===== src/rtl/multiword_add_seq.sv =====
// Multi-word add/subtract sequencer: WORDS x 32-bit operands, one word per clock, LSW first.
// Optional MULTIWORD_OVF_FLAG_EN adds a signed-overflow output ovf_o.

module fulladder32 (
  input  logic [31:0] a_i,
  input  logic [31:0] b_i,
  input  logic        c_i,
  output logic [31:0] sum_o,
  output logic        c_o
);

  assign {c_o, sum_o} = {1'b0, a_i} + {1'b0, b_i} + {32'b0, c_i};

endmodule

module multiword_add_seq #(
  parameter int WORDS = 4,
  parameter int CW    = $clog2(WORDS)
) (
  input  logic                clk_i,
  input  logic                rst_ni,
  input  logic                start_i,
  input  logic                sub_i,
  input  logic                carry_i,
  input  logic [32*WORDS-1:0] a_i,
  input  logic [32*WORDS-1:0] b_i,
  input  logic                clear_i,
  output logic                ready_o,
  output logic                busy_o,
  output logic                valid_o,
  output logic [32*WORDS-1:0] result_o,
`ifdef MULTIWORD_OVF_FLAG_EN
  output logic                carry_o,
  output logic                ovf_o
`else
  output logic                carry_o
`endif
);

  typedef enum logic [1:0] {
    IDLE = 2'd0,
    RUN  = 2'd1,
    DONE = 2'd2
  } state_t;

  localparam logic [CW-1:0] LastIdx = CW'(WORDS - 1);

  state_t                  state_q, state_d;
  logic [CW-1:0]           wordIdx_q, wordIdx_d;
  logic                    carry_q, carry_d;
  logic [WORDS-1:0][31:0]  aReg_q, aReg_d;
  logic [WORDS-1:0][31:0]  bReg_q, bReg_d;
  logic [WORDS-1:0][31:0]  result_q, result_d;
  logic                    carryOut_q, carryOut_d;

  logic [31:0] aWord, bWord, sumWord;
  logic        adderCarry;

  assign aWord = aReg_q[wordIdx_q];
  assign bWord = bReg_q[wordIdx_q];

  fulladder32 uAdder (
    .a_i   (aWord),
    .b_i   (bWord),
    .c_i   (carry_q),
    .sum_o (sumWord),
    .c_o   (adderCarry)
  );

`ifdef MULTIWORD_OVF_FLAG_EN
  logic ovf_q, ovf_d;
  logic msbCarryIn;

  // The carry into bit 31 is recovered from the MSB sum bit, so the adder needs no extra port.
  assign msbCarryIn = aWord[31] ^ bWord[31] ^ sumWord[31];

  always_comb begin
    ovf_d = ovf_q;
    if (!clear_i && state_q == RUN && wordIdx_q == LastIdx) begin
      ovf_d = msbCarryIn ^ adderCarry;
    end
  end

  always_ff @(posedge clk_i or negedge rst_ni) begin
    if (!rst_ni) begin
      ovf_q <= 1'b0;
    end else begin
      ovf_q <= ovf_d;
    end
  end

  assign ovf_o = ovf_q;
`endif

  always_comb begin
    state_d    = state_q;
    wordIdx_d  = wordIdx_q;
    carry_d    = carry_q;
    aReg_d     = aReg_q;
    bReg_d     = bReg_q;
    result_d   = result_q;
    carryOut_d = carryOut_q;
    ready_o    = 1'b0;
    busy_o     = 1'b0;
    valid_o    = 1'b0;

    case (state_q)
      IDLE: ready_o = 1'b1;
      RUN:  busy_o  = 1'b1;
      DONE: valid_o = 1'b1;
      default: ;
    endcase

    // Abort wins over everything, including a start request in IDLE; outputs keep partial values.
    if (clear_i) begin
      state_d   = IDLE;
      wordIdx_d = '0;
      carry_d   = 1'b0;
    end else begin
      case (state_q)
        IDLE: begin
          if (start_i) begin
            state_d   = RUN;
            wordIdx_d = '0;
            aReg_d    = a_i;
            bReg_d    = sub_i ? ~b_i : b_i;
            carry_d   = sub_i ? 1'b1 : carry_i;
          end
        end
        RUN: begin
          result_d[wordIdx_q] = sumWord;
          carry_d             = adderCarry;
          if (wordIdx_q == LastIdx) begin
            state_d    = DONE;
            wordIdx_d  = '0;
            carryOut_d = adderCarry;
          end else begin
            wordIdx_d = wordIdx_q + CW'(1);
          end
        end
        DONE: state_d = IDLE;
        default: begin
          state_d   = IDLE;
          wordIdx_d = '0;
          carry_d   = 1'b0;
        end
      endcase
    end
  end

  always_ff @(posedge clk_i or negedge rst_ni) begin
    if (!rst_ni) begin
      state_q    <= IDLE;
      wordIdx_q  <= '0;
      carry_q    <= 1'b0;
      aReg_q     <= '0;
      bReg_q     <= '0;
      result_q   <= '0;
      carryOut_q <= 1'b0;
    end else begin
      state_q    <= state_d;
      wordIdx_q  <= wordIdx_d;
      carry_q    <= carry_d;
      aReg_q     <= aReg_d;
      bReg_q     <= bReg_d;
      result_q   <= result_d;
      carryOut_q <= carryOut_d;
    end
  end

  assign result_o = result_q;
  assign carry_o  = carryOut_q;

endmodule


===== config.mk =====
export PLATFORM = sky130hd
export DESIGN_NAME = multiword_add_seq
export DESIGN_NICKNAME = d
export VERILOG_FILES = /design/src/rtl/multiword_add_seq.sv
export SDC_FILE = /design/constraint.sdc
export NUM_CORES = 1
export LEC_CHECK = 0
export BUFFER_PORTS_ARGS = -buffer_cell sky130_fd_sc_hd__buf_4
export CAP_MARGIN = 40
export CORE_UTILIZATION = 35
export DETAILED_ROUTE_END_ITERATION = 10
export GPL_TIMING_DRIVEN = 1
export SLEW_MARGIN = 20
export SYNTH_ARGS = -nofsm -noshare
export SYNTH_HDL_FRONTEND = slang
export SYNTH_SLANG_ARGS = --single-unit

===== constraint.sdc =====
create_clock -name clk_i -period 10.1 [get_ports clk_i]
set_input_delay 0.505 -clock clk_i [delete_from_list [all_inputs] [get_ports clk_i]]
set_output_delay 0.505 -clock clk_i [all_outputs]
set_load 0.05 [all_outputs]

==> results.py, run 1 <==
metrics = {
    "sta": {
        "setup_tns_ps": 0,
        "fmax_mhz": 203,
        "worst-slew-pin-transition_ps": 884,
        "fin_crit_ps": 4920,
        "setup_viol": 0,
        "skew_ps": 18.2,
        "hold_viol_final": 5,
        "rsz0062_at_grt": "false",
        "maxSlewViolCount": 0,
        "relSlewSlack_pct": 40.6,
        "fin_crit_sh_pct": 48.7,
        "hold_ws_ps": -21.1,
    },
    "pwr": {
        "pwr-share-clk_pct": 25.1,
        "power.switching_uw": 2740,
        "combPwrFrac_pct": 42.1,
        "power_density_mw_per_mm2": 276,
        "peakVddDrop_mv": 0.127,
        "p_int_uw": 3960,
        "seqPwrFrac_pct": 32.8,
        "p_sw_share_pct": 40.8,
        "power.leakage_uw": 0.0106,
    },
    "global_route": {
        "grt_usage_pct": 20.7,
        "grt_max_degree": 112,
        "overflow": 0,
        "antenna_found_initial": 6,
        "grt_pass1_vias": 14400,
        "grt_pass1_wl_mm": 87.9,
    },
    "outcome": {
        "violations": "hold timing",
        "outcome": "complete, but fails checks",
    },
    "cts": {
        "cts_max_level": 2,
        "numCtsBuffers": 46,
        "worst_skew_pair.late_latency_ps": 570,
        "cts_root_buf": "clkbuf_16",
        "path_clk_slew_ps": 60,
        "clk_path_buf_depth": 3,
        "cts_post_setup_buffers_inserted": 0,
        "cts_sinks": 390,
        "cts-resized-gates": 0,
        "cts_tree": "done",
        "holdBufCountCts": 0,
    },
    "routing": {
        "route.detailed.drc": 0,
        "ant_nets": 0,
        "num_vias": 14300,
        "drt-total-wl_mm": 57.0,
        "first_pass_iters": 7,
        "vias_per_cell": 5.13,
        "wl_per_cell_um": 20.4,
        "drtIter0Drc": 965,
    },
    "yosys": {
        "ys_warn_count": 0,
        "netlist_instances": 1712,
        "ys_seq_area_share_pct": 51.5,
        "synth_cell_types": 62,
        "synth_edf_count": 0,
        "synth_area_per_cell_um2": 11.1,
        "async_flop_share_pct": 100,
        "ys.flop_type": "dfrtp_1",
        "synth_nets": 2011,
        "synth_area_mm2": 0.0189,
        "synth-seq-cells": 390,
    },
    "floorplan": {
        "die_w_um": 235,
        "fp.dieH_um": 235,
        "initial_core_util_pct": 35.8,
        "fp.dieArea_mm2": 0.0551,
        "boundaryPins": 394,
        "core_mm2": 0.0530,
        "rows": 84,
    },
    "setup_path": {
        "cpMaxStageDelayCell": "mux4_2",
        "worstSetupPathType": "reg2reg",
        "crit_required_ps": 10510,
        "worstSetupStartpoint": "wordIdx_q[0]",
        "critical_path.endpoint": "result_o[51]",
        "rr_startpoint": "wordIdx_q[0]",
        "max_stage_delay_ps": 610,
        "crit_fanout": 27,
        "crit_cells": 12,
        "cp_num_buf_inv": 3,
        "rr_endpoint": "result_o[51]",
        "critical_path.top_delay_family": "compound AO/OA/AOI/OAI gates",
        "start_kind": "register",
        "rr_worst_depth": 12,
        "regToRegSetupSlack_ps": 5180,
        "path_cells": "buf_4 -> buf_16 -> buf_4 -> mux4_2 -> ha_1 -> a21o_1 -> a211oi_1 -> a2111o_1 -> nand2_1 -> a21boi_0 -> xor2_1 -> o21ai_0",
        "end_kind": "register",
        "cp_common_cell": "buf_4",
        "critPathArrivalTime_ps": 5330,
    },
    "placement": {
        "io_buffer_count": 393,
        "placed_area_mm2": 0.0226,
        "dpl.hpwl_mm": 42.5,
        "gp_congestion": 0.821,
    },
    "worst_hold_path": {
        "hp-class": "in2async",
    },
    "finish": {
        "syn_to_final_growth_pct": 28.1,
        "multi_input_area_mm2": 0.00871,
        "drive_gt1_share_pct": 33.4,
        "regArea_mm2": 0.00977,
        "nFillCells": 4916,
        "postLayoutCellArea_mm2": 0.0243,
        "nNetsFinal": 2368,
    },
    "flow_run": {
        "maxCapViolations": 0,
    },
}
==> placed cells by master (no fill, tap or decap), types with 6 or more instances in the layout <==
cell / count
nand2_1: 173
a211oi_1: 7
o211ai_1: 7
mux4_2: 64
clkbuf_1: 9
mux2_2: 129
inv_1: 14
nand2b_1: 7
o21bai_1: 7
nand3_1: 17
ha_1: 35
or3_1: 6
a31oi_1: 6
nand4_1: 10
a21oi_1: 161
buf_4: 409
o21ai_0: 127
a21o_1: 17
nor2_1: 176
o21a_1: 6
clkinv_2: 6
dfrtp_1: 388
clkbuf_8: 12
and3_1: 11
xnor2_1: 134
clkbuf_16: 47
xor2_1: 11
==> through the flow <==
step | power, uW | utilization (%) | instances | setup WS (ps)
floorplan | 3980 | - | 1712 | 6450
global placement | 4950 | 42.4 | 2696 | 5050
detailed placement | 5030 | 42.8 | 2705 | 5110
CTS | 6730 | 45.7 | 2788 | 5070
global route | 7060 | 45.8 | 2793 | 4780
finish | 6700 | 45.8 | 2793 | 5180
==> metal layers <==
layer  wire length (um)  global-route usage (%)  up-vias
met2              26100                    32.4      458
met3               3680                    4.78       69
met4               1190                    4.88        0
li1                   -                       -     6744
met5                  0                       0        -
met1              26000                    29.2     7048
==> sequential cells by signal, summed over array words and instances (netlist names) <==
| register | count |
|---|---|
| result_o | 128 |
| bReg_q | 128 |
| state_q | 2 |
| carry_o | 1 |
| carry_q | 1 |
| wordIdx_q | 2 |
| aReg_q | 128 |
==> synth_stat cells (10+ instances only) <==
master / instances / share of area [%]
nand2_1: 177 / 3.5
nand3_1: 17 / 0.45
and3_1: 11 / 0.36
nor2_1: 176 / 3.5
inv_1: 14 / 0.28
mux2_2: 129 / 7.7
o21ai_0: 127 / 3.4
nand4_1: 10 / 0.33
clkbuf_1: 95 / 1.9
ha_1: 35 / 2.3
buf_1: 12 / 0.24
mux4_2: 64 / 7.6
a21oi_1: 161 / 4.3
a21o_1: 17 / 0.67
xnor2_1: 134 / 6.2
xor2_1: 11 / 0.51
dfrtp_1: 390 / 52
==> power by group through the flow <==
stage / Combinational [uW] / Clock [uW] / Sequential, uW
final: 2820 / 1680 / 2200
after CTS: 2810 / 1720 / 2200
after detailed placement: 2800 / 0 / 2220
after global placement: 2740 / 0 / 2210
after floorplan: 1250 / 0 / 2730
after global routing: 3020 / 1790 / 2250
==> cell type report <==
type	instances	share of cell area, %
Tap cell	688	3.55
Clock buffer	68	5.67
Multi-Input combinational cell	1194	35.9
Antenna cell	1	0.0103
Inverter	15	0.232
Clock inverter	15	0.696
Sequential cell	390	40.3
Timing Repair Buffer	422	13.7
==> logic make-up after synthesis <==
logic type               after synthesis  synth area share, %
AND/OR/NAND/NOR                      432                 9.58
multiplexers                         195                 15.4
adder cells (fa/ha/maj)               37                 2.52
buffers and inverters                128                 2.58
flip-flops                           390                 51.5
XOR/XNOR                             145                 6.70
AO/OA/AOI/OAI                        385                 11.7
==> how the worst min path moves through the flow <==
stage / depth (start not counted) / from / to / slack [ps]
global placement: 2 / result_o[39] / result_o[39] / 460
detailed placement: 2 / result_o[1] / result_o[1] / 470
CTS: 1 / rst_ni / aReg_q[27] / 20
floorplan: 0 / rst_ni / aReg_q[0] / 210
global route: 1 / rst_ni / result_o[99] / 40
finish: 1 / rst_ni / result_o[99] / -20
==> worst reg2reg max path: cells and delay by family (launching register included) <==
kind	cells	cell delay, ps
adders and majority gates	1	380
muxes	1	620
xor gates and xnor gates	1	420
AOI/OAI and AO/OA	5	1500
DFF	1	450
and+or+nand+nor	1	290
buffers and inverters	3	1120
(Power assumes the default switching activity.)
==> run 2, diff against run 1 <==
Clock period 10.1 ns to 4.5 ns, I/O delays scaled along.
==> run 2 against run 1 <==
The flow now finishes without violations. Global-route usage rose by 1.6 points. Sequential cell count did not move. Clock-buffer cell count rose by 6. Sequential power rose by 130%. Cell area rose by 10%.
==> results.py, run 2 (synthesized netlist as in run 1, its figures left out) <==
metrics = {
    "placement": {
        "gp_congestion": 0.884,
        "io_buffer_count": 393,
        "place_inst": 2706,
        "place_ws_ps": 336,
        "dpl.hpwl_mm": 42.9,
    },
    "worst_hold_path": {
        "hp-class": "in2reg",
    },
    "setup_path": {
        "worstSetupPathType": "reg2reg",
        "start_kind": "register",
        "critPathArrivalTime_ps": 4700,
        "end_kind": "register",
        "crit_fanout": 20,
        "crit_required_ps": 5010,
    },
    "sta": {
        "fin_crit_ps": 4190,
        "postLayoutSetupSlackWorst_ps": 309,
        "maxSlewViolCount": 0,
        "skew_ps": 12.7,
        "relSlewSlack_pct": 44.9,
        "fmax_mhz": 239,
        "hold_ws_ps": 54.7,
        "setup_tns_ps": 0,
        "worst-slew-pin-transition_ps": 826,
        "rsz0062_at_grt": "false",
        "fin_crit_sh_pct": 93.1,
        "setup_viol": 0,
        "hold_viol_final": 0,
    },
    "cts": {
        "path_clk_slew_ps": 60,
        "cts_root_buf": "clkbuf_16",
        "cts-resized-gates": 0,
        "cts_tree": "done",
        "cts_sinks": 390,
        "cts_max_level": 2,
        "numCtsBuffers": 44,
        "worst_skew_pair.late_latency_ps": 570,
        "clk_path_buf_depth": 3,
    },
    "floorplan": {
        "fp.dieH_um": 235,
        "fp.dieArea_mm2": 0.0551,
        "die_w_um": 235,
        "rows": 84,
        "boundaryPins": 394,
        "core_mm2": 0.0530,
        "initial_core_util_pct": 35.8,
    },
    "routing": {
        "route.detailed.drc": 0,
        "vias_per_cell": 5.08,
        "ant_nets": 0,
        "wl_per_cell_um": 20.1,
        "num_vias": 15500,
        "drtIter0Drc": 1153,
        "first_pass_iters": 5,
        "drt-total-wl_mm": 61.4,
    },
    "pwr": {
        "power_density_mw_per_mm2": 568,
        "power.leakage_uw": 0.0117,
        "peakVddDrop_mv": 0.304,
    },
    "global_route": {
        "grt_pass1_vias": 16000,
        "grt_pass1_wl_mm": 95.3,
        "antenna_found_initial": 14,
        "overflow": 0,
        "grt_max_degree": 125,
        "grt_usage_pct": 22.4,
    },
    "finish": {
        "nFillCells": 4710,
        "utilization_pct": 50.6,
        "drive_gt1_share_pct": 29.4,
        "final-instance-count-excl-fill": 3054,
        "most-common-layout-cells": "404 x buf_4, 388 x dfrtp_1, 258 x dlygate4sd3_1",
        "nNetsFinal": 2623,
        "syn_to_final_growth_pct": 41.5,
        "final_common_cell": "buf_4",
    },
    "outcome": {
        "outcome": "finished clean",
    },
    "flow_run": {
        "maxCapViolations": 0,
    },
}
[run 2: final cells by class]
| class | count | area (um2) | share of cell area, % |
|---|---|---|---|
| Inverter | 15 | 56.3 | 0.210 |
| Multi-Input combinational cell | 1194 | 8710 | 32.5 |
| Timing Repair Buffer | 679 | 5920 | 22.1 |
| Clock inverter | 6 | 87.6 | 0.327 |
| Sequential cell | 390 | 9770 | 36.4 |
| Antenna cell | 8 | 20.0 | 0.0747 |
| Tap cell | 688 | 861 | 3.21 |
| Clock buffer | 74 | 1390 | 5.17 |
[run 2: power by group]
part | total, uW | switching, uW | internal (uW)
clock | 3660 | 1460 | 2200
sequential | 4960 | 561 | 4400
combinational | 6600 | 4210 | 2390
total | 15200 | 6230 | 8990
[run 2: layer usage]
metal  GRT usage (%)  vias to the layer above  part of all wire [%]
met1            29.9                     7591                    44
met3            5.11                      120                   6.0
met4            7.26                        6                   2.8
met5               0                        -                 0.052
met2            35.8                      542                    47
li1                -                     7247                     -
[run 2: worst paths after layout]
check / depth (start not counted) / start / slack (ps) / endpoint
hold reg to reg: 2 / result_o[72] / 480 / result_o[72]
setup reg to reg: 10 / wordIdx_q[0] / 310 / carry_o
hold / removal: 4 / carry_i / 50 / carry_q
min in group asynchronous: 2 / rst_ni / 320 / result_o[99]
setup / recovery: 10 / wordIdx_q[0] / 310 / carry_o
max in group asynchronous: 3 / rst_ni / 2980 / bReg_q[19]
[run 2: repair_timing]
item	4_1_cts	5_1_grt
hold buffers	258	0
endpoints found under the hold margin	361	0
setup buffers	0	0
[run 2: critical path, stage by stage (launching register included)]
cell and delay, ps:
dfrtp_4 720, buf_12 270, mux4_2 610, ha_1 490
and4_1 450, and2_1 250, nand3_1 90, a21oi_1 260
nor2_1 110, o311ai_0 570, mux2_2 270
[run 2: per-stage QoR]
stage	cell area, um2	total power, uW
4_1_cts	26800	15300
5_1_grt	26800	16000
2_1_floorplan	18900	8930
6_report	26800	15200
3_5_place_dp	22700	11400
3_3_place_gp	22600	11200
==> run 3, diff against run 2 <==
Settings changed: ABC_AREA set to 1.
==> run 3 against run 2 <==
Non-clock buffer count shrank 3. Clock skew grew 12 ps. Critical path depth grew 10. Clock-buffer cell count shrank 10. Sequential cell count is the same. Global-route usage grew 2.2 points. Critical path type unchanged. Largest cell class unchanged. Largest power group unchanged.
==> results.py, run 3 <==
metrics = {
    "routing": {
        "drt-total-wl_mm": 70.7,
        "drtIter0Drc": 1525,
        "ant_nets": 0,
        "wl_per_cell_um": 18.3,
        "vias_per_cell": 4.94,
        "num_vias": 19100,
        "first_pass_iters": 8,
        "route.detailed.drc": 0,
    },
    "floorplan": {
        "core_mm2": 0.0554,
        "fp.dieArea_mm2": 0.0574,
        "fp.dieH_um": 240,
        "die_w_um": 240,
        "boundaryPins": 394,
        "initial_core_util_pct": 35.7,
        "rows": 86,
    },
    "yosys": {
        "yosysTopAreaCell": "dfrtp_1",
        "async_flop_share_pct": 100,
        "netlist_instances": 2492,
        "synth_nets": 2791,
        "synth_edf_count": 0,
        "synth.most_common_cell": "nand2_1",
        "synth_common_cells": "962 x nand2_1, 390 x dfrtp_1, 291 x o21ai_0, 161 x nor2_1, 136 x xnor2_1",
        "synth-seq-cells": 390,
        "ys_seq_area_share_pct": 49.4,
        "ys_top_cells_by_area": "dfrtp_1 49%, nand2_1 18%, o21ai_0 7.4%, xnor2_1 6.0%, nor2_1 3.1%",
        "synth_area_per_cell_um2": 7.93,
        "ys_warn_count": 0,
        "ys.flop_type": "dfrtp_1",
        "synth_area_mm2": 0.0198,
        "yosysTopAreaCellShare_pct": 49.4,
        "synth_cell_types": 37,
    },
    "pwr": {
        "power_density_mw_per_mm2": 533,
        "peakVddDrop_mv": 0.350,
        "power.leakage_uw": 0.0140,
    },
    "sta": {
        "maxSlewViolCount": 0,
        "skew_ps": 24.6,
        "relSlewSlack_pct": 30.7,
        "setup_tns_ps": 0,
        "fin_crit_sh_pct": 84.1,
        "fmax_mhz": 264,
        "setup_viol": 0,
        "fin_crit_ps": 3780,
        "hold_viol_final": 0,
        "rsz0062_at_grt": "false",
        "worst-slew-pin-transition_ps": 1040,
    },
    "cts": {
        "numCtsBuffers": 44,
        "holdBufCountCts": 259,
        "cts_sinks": 390,
        "path_clk_slew_ps": 70,
        "cts_post_setup_buffers_inserted": 0,
        "clk_path_buf_depth": 3,
        "worst_skew_pair.late_latency_ps": 580,
        "cts_max_level": 2,
        "cts_tree": "done",
        "cts-resized-gates": 0,
        "cts_root_buf": "clkbuf_16",
    },
    "worst_hold_path": {
        "min_from": "sub_i",
        "hp-class": "in2reg",
    },
    "setup_path": {
        "max_stage_delay_ps": 550,
        "worstSetupStartpoint": "wordIdx_q[1]",
        "cp_num_buf_inv": 4,
        "path_cells": "inv_2 -> buf_4 -> a21oi_1 -> a32o_1 -> fa_1 -> inv_1 -> fa_1 -> nand2_1 -> nand2_1 -> nand3_1 -> nand2_1 -> nand2_1 -> nand2_2 -> nand2_1 -> nand2_1 -> nand2_1 -> nand2_1 -> nand2_1 -> nand2_1 -> dlygate4sd3_1",
        "rr_startpoint": "wordIdx_q[1]",
        "critical_path.top_delay_family": "buffers and inverters",
        "end_kind": "register",
        "cpMaxStageDelayCell": "dlygate4sd3_1",
        "crit_fanout": 23,
        "worstSetupPathType": "reg2reg",
        "start_kind": "register",
        "crit_required_ps": 5020,
        "cp_common_cell": "nand2_1",
        "critPathArrivalTime_ps": 4300,
    },
    "global_route": {
        "antenna_found_initial": 3,
        "grt_max_degree": 133,
        "grt_usage_pct": 24.6,
        "grt_pass1_vias": 19200,
        "overflow": 0,
        "grt_pass1_wl_mm": 109,
    },
    "placement": {
        "io_buffer_count": 393,
        "dpl.hpwl_mm": 47.7,
        "place_inst": 3522,
        "gp_congestion": 0.911,
    },
    "finish": {
        "final-instance-count-excl-fill": 3859,
        "syn_to_final_growth_pct": 39.0,
        "most-common-layout-cells": "962 x nand2_1, 403 x buf_4, 388 x dfrtp_1",
        "drive_gt1_share_pct": 17.3,
        "final_common_cell": "nand2_1",
        "nNetsFinal": 3379,
    },
    "outcome": {
        "outcome": "finished clean",
    },
    "flow_run": {
        "maxCapViolations": 0,
    },
}
==> run 3: cell types whose count changed after synthesis, moves of 26 or more <==
cell	delta
o22ai_1	+57
o21ai_0	+164
buf_2	+40
inv_1	+111
a21oi_1	-136
mux4_2	-64
buf_4	+26
mux2_2	-129
nand2_1	+785
clkbuf_1	-34
nand3_1	+69
==> run 3: final timing paths <==
check                                      to  slack (ps)  depth (start not counted)
worst min register to register     aReg_q[42]         470                          2
worst min-delay path              bReg_q[101]          80                          3
worst max-delay path                  carry_q         720                         20
min in group asynchronous        result_o[10]         310                          2
worst max register to register        carry_q         720                         20
max in group asynchronous       result_o[121]        2990                          3
==> run 3: cells by family (layout without fill, tap and decap cells) <==
kind of cell / after synthesis / in the layout / share of synthesized area (%)
buf+inv: 266 / 884 / 5.84
compound gates: 402 / 402 / 10.7
simple gates: 1256 / 1256 / 25.3
fa+ha+maj: 37 / 37 / 2.42
xor+xnor: 141 / 141 / 6.33
other cells: 0 / 1 / 0
flops: 390 / 390 / 49.4
==> run 3: area by class of cell <==
| type | count | area [um2] |
|---|---|---|
| fillers | 5241 | 28000 |
| flip-flops and latches | 390 | 9760 |
| multi-input cells | 1836 | 8850 |
| repair buffers | 676 | 5910 |
| clock buffers | 64 | 1320 |
| well taps | 748 | 936 |
| inverters | 132 | 500 |
| clock inverters | 12 | 175 |
| diodes | 1 | 2.50 |
==> run 3: through the flow <==
| stage | total power (uW) | hold WS [ps] | cell area, um2 | utilization [%] | setup slack [ps] |
|---|---|---|---|---|---|
| 2_1_floorplan | 8590 | -70.6 | 19800 | - | 1730 |
| 3_3_place_gp | 10700 | 369 | 23300 | 42.0 | 1090 |
| 3_5_place_dp | 10700 | 387 | 23300 | 42.1 | 1040 |
| 4_1_cts | 14700 | 56.8 | 27400 | 49.5 | 729 |
| 5_1_grt | 15500 | 76.2 | 27500 | 49.5 | 460 |
| 6_report | 14600 | 79.4 | 27500 | 49.5 | 717 |
==> run 3: metal layers <==
metal	GRT usage, %	share of wire [%]	vias to the layer above
met5	0	0.024	-
met4	8.26	3.1	2
met3	3.37	5.5	136
met2	39.1	46	679
met1	34.3	45	9157
li1	-	-	9091
==> run 3: worst reg2reg max path, cell delays in order (launching register included) <==
cell and delay, ps:
dfrtp_2 400, inv_2 370, buf_4 320, a21oi_1 80, a32o_1 250, fa_1 380, inv_1 150, fa_1 260
nand2_1 60, nand2_1 100, nand3_1 90, nand2_1 150, nand2_1 80, nand2_2 110, nand2_1 70, nand2_1 60
nand2_1 50, nand2_1 70, nand2_1 50, nand2_1 50, dlygate4sd3_1 550
==> run 3: where the power goes <==
part	total, uW	leakage (uW)	switching (uW)	internal (uW)
clock network	3740	0.000739	1480	2250
logic	6020	0.00832	4100	1920
registers	4870	0.00492	520	4350
